==> config.mk <==
export PLATFORM = sky130hd
export DESIGN_NAME = encode
export DESIGN_NICKNAME = d
export VERILOG_FILES = /design/src/rtl/encode.sv
export SDC_FILE = /design/constraint.sdc
export NUM_CORES = 1
export LEC_CHECK = 0
export ABC_AREA = 1
export CORE_MARGIN = 10
export CORE_UTILIZATION = 45
export CTS_BUF_LIST = sky130_fd_sc_hd__clkbuf_16
export CTS_CLUSTER_DIAMETER = 200
export CTS_CLUSTER_SIZE = 20
export DETAILED_ROUTE_END_ITERATION = 8
export GPL_TIMING_DRIVEN = 0
export PLACE_DENSITY_LB_ADDON = 0.12
export SYNTH_ARGS = -nofsm -noshare
export SYNTH_HDL_FRONTEND = slang
export SYNTH_SLANG_ARGS = --single-unit
export TNS_END_PERCENT = 30
==> constraint.sdc <==
create_clock -name clk -period 3 [get_ports clk]
set_input_delay 0.45 -clock clk [delete_from_list [all_inputs] [get_ports clk]]
set_output_delay 0.45 -clock clk [all_outputs]
set_load 0.01 [all_outputs]
==> src/rtl/encode.sv <==
// R-type instruction encoder feeding a DEPTH-entry issue FIFO with a popped-word counter.
// Optional field legality check (drop + err pulse) is enabled by defining ENCODE_CHECK_EN.
module encode #(
  parameter int DEPTH = 4,
  parameter int CW    = 16
) (
  input  logic                     clk,
  input  logic                     rst_n,
  input  logic                     in_valid,
  output logic                     in_ready,
  input  logic [6:0]               funct7,
  input  logic [4:0]               rs2,
  input  logic [4:0]               rs1,
  input  logic [2:0]               funct3,
  input  logic [4:0]               rd,
  input  logic [6:0]               op,
  output logic                     out_valid,
  input  logic                     out_ready,
  output logic [31:0]              opcode,
  output logic [$clog2(DEPTH):0]   count,
  output logic [CW-1:0]            issued,
  output logic                     err
);

  localparam int AW   = $clog2(DEPTH);
  localparam int CNTW = AW + 1;

  // Handshakes: a transfer happens on a rising edge where valid && ready; the
  // producer holds data stable while valid && !ready; ready never depends on valid.
  logic [31:0]     r_mem [DEPTH];
  logic [AW-1:0]   r_wr_ptr;
  logic [AW-1:0]   r_rd_ptr;
  logic [CNTW-1:0] r_count;
  logic [CW-1:0]   r_issued;

  logic [31:0]     w_word;
  logic            w_legal;
  logic            w_push;
  logic            w_write;
  logic            w_pop;

  assign w_word    = {funct7, rs2, rs1, funct3, rd, op};
  assign in_ready  = (r_count != CNTW'(DEPTH));
  assign out_valid = (r_count != '0);
  assign w_push    = in_valid && in_ready;
  assign w_pop     = out_valid && out_ready;
  assign w_write   = w_push && w_legal;
  assign opcode    = out_valid ? r_mem[r_rd_ptr] : 32'h0;
  assign count     = r_count;
  assign issued    = r_issued;

`ifdef ENCODE_CHECK_EN
  logic r_err;

  // Only plain R-type ALU ops (ADD-class or SUB/SRA-class funct7) are legal.
  assign w_legal = (op == 7'h33) && ((funct7 == 7'h00) || (funct7 == 7'h20));
  assign err     = r_err;

  always_ff @(posedge clk or negedge rst_n) begin
    if (!rst_n) begin
      r_err <= 1'b0;
    end else begin
      r_err <= w_push && !w_legal;
    end
  end
`else
  assign w_legal = 1'b1;
  assign err     = 1'b0;
`endif

  always_ff @(posedge clk or negedge rst_n) begin
    if (!rst_n) begin
      r_wr_ptr <= '0;
      r_rd_ptr <= '0;
      r_count  <= '0;
      r_issued <= '0;
    end else begin
      if (w_write) begin
        r_wr_ptr <= r_wr_ptr + AW'(1);
      end
      if (w_pop) begin
        r_rd_ptr <= r_rd_ptr + AW'(1);
        r_issued <= r_issued + CW'(1);
      end
      r_count <= r_count + CNTW'(w_write) - CNTW'(w_pop);
    end
  end

  // Storage is not reset; occupancy alone decides what is visible.
  always_ff @(posedge clk) begin
    if (w_write) begin
      r_mem[r_wr_ptr] <= w_word;
    end
  end

endmodule

==> results.tsv <==
stage	metric	value	unit
power	Pleak	2.989	nW
layout	antenna cells	0	
critical_path	crit-path cells	inv_2, buf_2, clkbuf_2, o21ai_1, a21oi_1, clkdlybuf4s50_1	
critical_path	RR Endpoint	count[2]	
clocking	cts bufs inserted	17	
critical_path	crit path capture type	primary output	
grt	Overflow after GRT	0	
grt	M2 GR Usage	24.75	%
clocking	Worst-path clk slew	0.05	ns
routing	Routed wire per std cell	17.13	microns
sta	Slew headroom	30.33	%
power	clock power share	24.6	%
routing	DR pass1 iterations	5	
worst_hold_path	HP Class	reg -> reg	
grt	grt peak-use layer	met2	
die	chip height	138.1	microns
sta	Final Critical Period	2.769	ns
critical_path	Arr. time, crit path	2.32	ns
layout	nets@finish	696	
sta	hold slack	0.4962	ns
die	Core Footprint	13770	sq um
critical_path	critical path's largest stage delay	0.59	ns
routing	Final ANT Viol Nets	0	
power	maximum VDD drop	518.3	uV
synth	register bit count reported by yosys	151	
sta	Tcrit/Tclk final	92.30	%
placed_design	post-detail-place hpwl	9264	microns
job	max cap viols	0	
grt	global-route usage over all layers	15.46	%
critical_path	Buf/Inv on CP	4	
routing	vias	4290	
critical_path	class of the most critical setup path	reg -> out	
clocking	later-pin clock latency in the skew report	0.42	ns
grt	largest net degree at the start of global routing	29	
routing	Vias/cell	5.083	
clocking	Post-CTS Setup Bufs	0	
clocking	post-cts resize count	0	
synth	Ys Warns	0	
sta	Worst Tran Pin Value	1.042	ns
synth	largest cells by area after synthesis	edfxtp_1 (61%), dfrtp_1 (9.2%), nor2_1 (9.0%), o21ai_1 (4.0%), nand2_1 (2.8%)	
power	Comb pwr share	40.7	%
sta	Slew Viols, Final	0	
clocking	H-tree depth	4	
synth	largest area contributor in the netlist	edfxtp_1	
synth	Avg Cell Area, Syn	11.60	sq um
synth	synthesized area	6277	sq um
placed_design	port buffer count	88	
routing	# DRC	0	
critical_path	Worst path slowest cell	clkdlybuf4s50_1	
critical_path	CP required	2.55	ns
critical_path	cells on worst reg2reg path	9	
power	Seq pwr share	34.7	%
critical_path	R2R Path Start	count[1]	
grt	initial antenna violation count	0	
critical_path	crit path capture	opcode[0]	
power	sw frac	33.97	%
critical_path	R2R Setup Slk	0.85	ns
synth	Synth cell types	26	
critical_path	CP max FO	10	
routing	Initial DRC Count	301	
critical_path	first element of the critical path	r_rd_ptr[0]	
worst_hold_path	Hold Path Origin	issued[15]	
power	Sw Pwr	2.857	mW
grt	vias in the first global route	4411	
die	Die Area	19070	sq um
clocking	clk buf depth	2	
die	die span in x	138.1	microns
synth	cells after synthesis	541	
sta	Final Hold Vio Count	0	
die	Ports	90	
critical_path	number of cells on the critical path	6	
clocking	root buffer cell	clkbuf_16	
grt	first-pass GRT wire length	23580	microns
sta	Max Freq	0.3611	GHz
layout	Area growth syn-to-layout	28.66	%
synth	Yosys top cell area share	61.23	%
power	Cell Pwr Density	1041	nW/um^2
critical_path	Crit path max-delay family	buffers and inverters	
routing	final WL	14460	microns
synth	sequential area share after synthesis	70.40	%
sta	RSZ-0062 raised after global routing	false	
grt	global-route track usage on met3	4.623	%
grt	GR met1 Demand/Resource	19.27	%
clocking	Post-CTS Hold Buffers	0	
critical_path	Critical Path Source Type	flip-flop	
sta	final setup vio count	0	
layout	Finished Layout Cells	844	
die	FP Rows	43	
outcome	status	complete, no violations	
clocking	TritonCTS clock tree	done	
layout	ratio of cells with drive above 1 in the final layout	9.789	%
synth	Synthesized Nets	585	
die	Starting Density	45.58	%
placed_design	Placed Cells	813	
power	Power Internal	5.554	mW
sta	Worst Skew	0.004603	ns
placed_design	GP Congestion	0.8266	
clocking	clk sink count	151	
[cell type report]
cell class,count,area [sq um]
Fill cell,1162,5697
Sequential cell,151,4419
Multi-Input combinational cell,337,1627
Timing Repair Buffer,92,975.9
Clock buffer,17,425.4
Tap cell,180,225.2
Buffer,25,156.4
Clock inverter,14,142.6
Inverter,28,105.1
[power by group through the flow]
stage	combinational [mW]	sequential (mW)	clock, mW
2_1_floorplan	1.78	2.97	0
3_3_place_gp	3.34	2.98	0
3_5_place_dp	3.49	2.96	0
4_1_cts	3.51	2.92	2.10
5_1_grt	3.80	2.97	2.18
6_report	3.42	2.92	2.07
[cells by family after synthesis]
group / synth area share (%)
other: 0.05974
AND/OR/NAND/NOR: 14.45
AO/OA/AOI/OAI: 7.813
buffers and inverters: 4.166
flip-flops: 70.40
adder cells (fa/ha/maj): 1.714
XOR/XNOR: 1.395
[worst min-delay path: stages (launching register included)]
cell and delay (ns):
dfrtp_1 0.36, nand2_1 0.06, nand2_1 0.04
[synth_stat cells (all sizes together)]
cell and n:
clkbuf 8, xnor2 2, nand4 3, edfxtp 128, nand3b 5, xor2 8, fa 1, nand2 50
conb 1, dfrtp 23, nor2 154, a21oi 33, inv 28, nand3 8, ha 7, o21ai 65
buf 17
[sequential cells by signal, indices dropped and copies added (netlist names)]
name,flops
r_rd_ptr,2
count,3
issued,16
r_mem,128
r_wr_ptr,2
[layer usage]
layer  routed length [microns]  vias to the layer above
li1                          -                     2066
met1                      6475                     2086
met2                      6895                      117
met3                       850                       21
met4                       238                        0
met5                         0                        -
[layout by cell type, fill, tap and decap left out, types with 10 or more instances in the layout]
cell / netlist / layout
a21oi_1: 33 / 33
o21ai_1: 50 / 50
o21ai_0: 15 / 15
nor2_1: 150 / 146
buf_2: 10 / 10
edfxtp_1: 128 / 128
clkdlybuf4s50_1: 0 / 88
nand2_1: 46 / 46
inv_1: 25 / 27
clkbuf_16: 0 / 17
dfrtp_1: 23 / 23
[worst min path at each step]
stage | cells after the start | end | slack [ns]
after floorplan | 0 | count[0] | 0.15
after detailed placement | 2 | issued[15] | 0.49
after CTS | 2 | issued[15] | 0.50
after global routing | 2 | issued[15] | 0.55
final | 2 | issued[15] | 0.50
after global placement | 2 | issued[15] | 0.47
[per-stage QoR]
stage / worst slack, ns / util, % / cell area [sq um] / power, mW / TNS [ns]
2_1_floorplan: 0.4289 / - / 6277 / 4.753 / 0
3_3_place_gp: -0.9736 / 53.61 / 7383 / 6.319 / -119.57
3_5_place_dp: 0.5705 / 54.51 / 7508 / 6.445 / 0
4_1_cts: 0.1887 / 58.64 / 8077 / 8.532 / 0
5_1_grt: 0.08559 / 58.64 / 8077 / 8.945 / 0
6_report: 0.2310 / 58.64 / 8077 / 8.411 / 0
No activity file was read; power rests on OpenSTA's default activity.
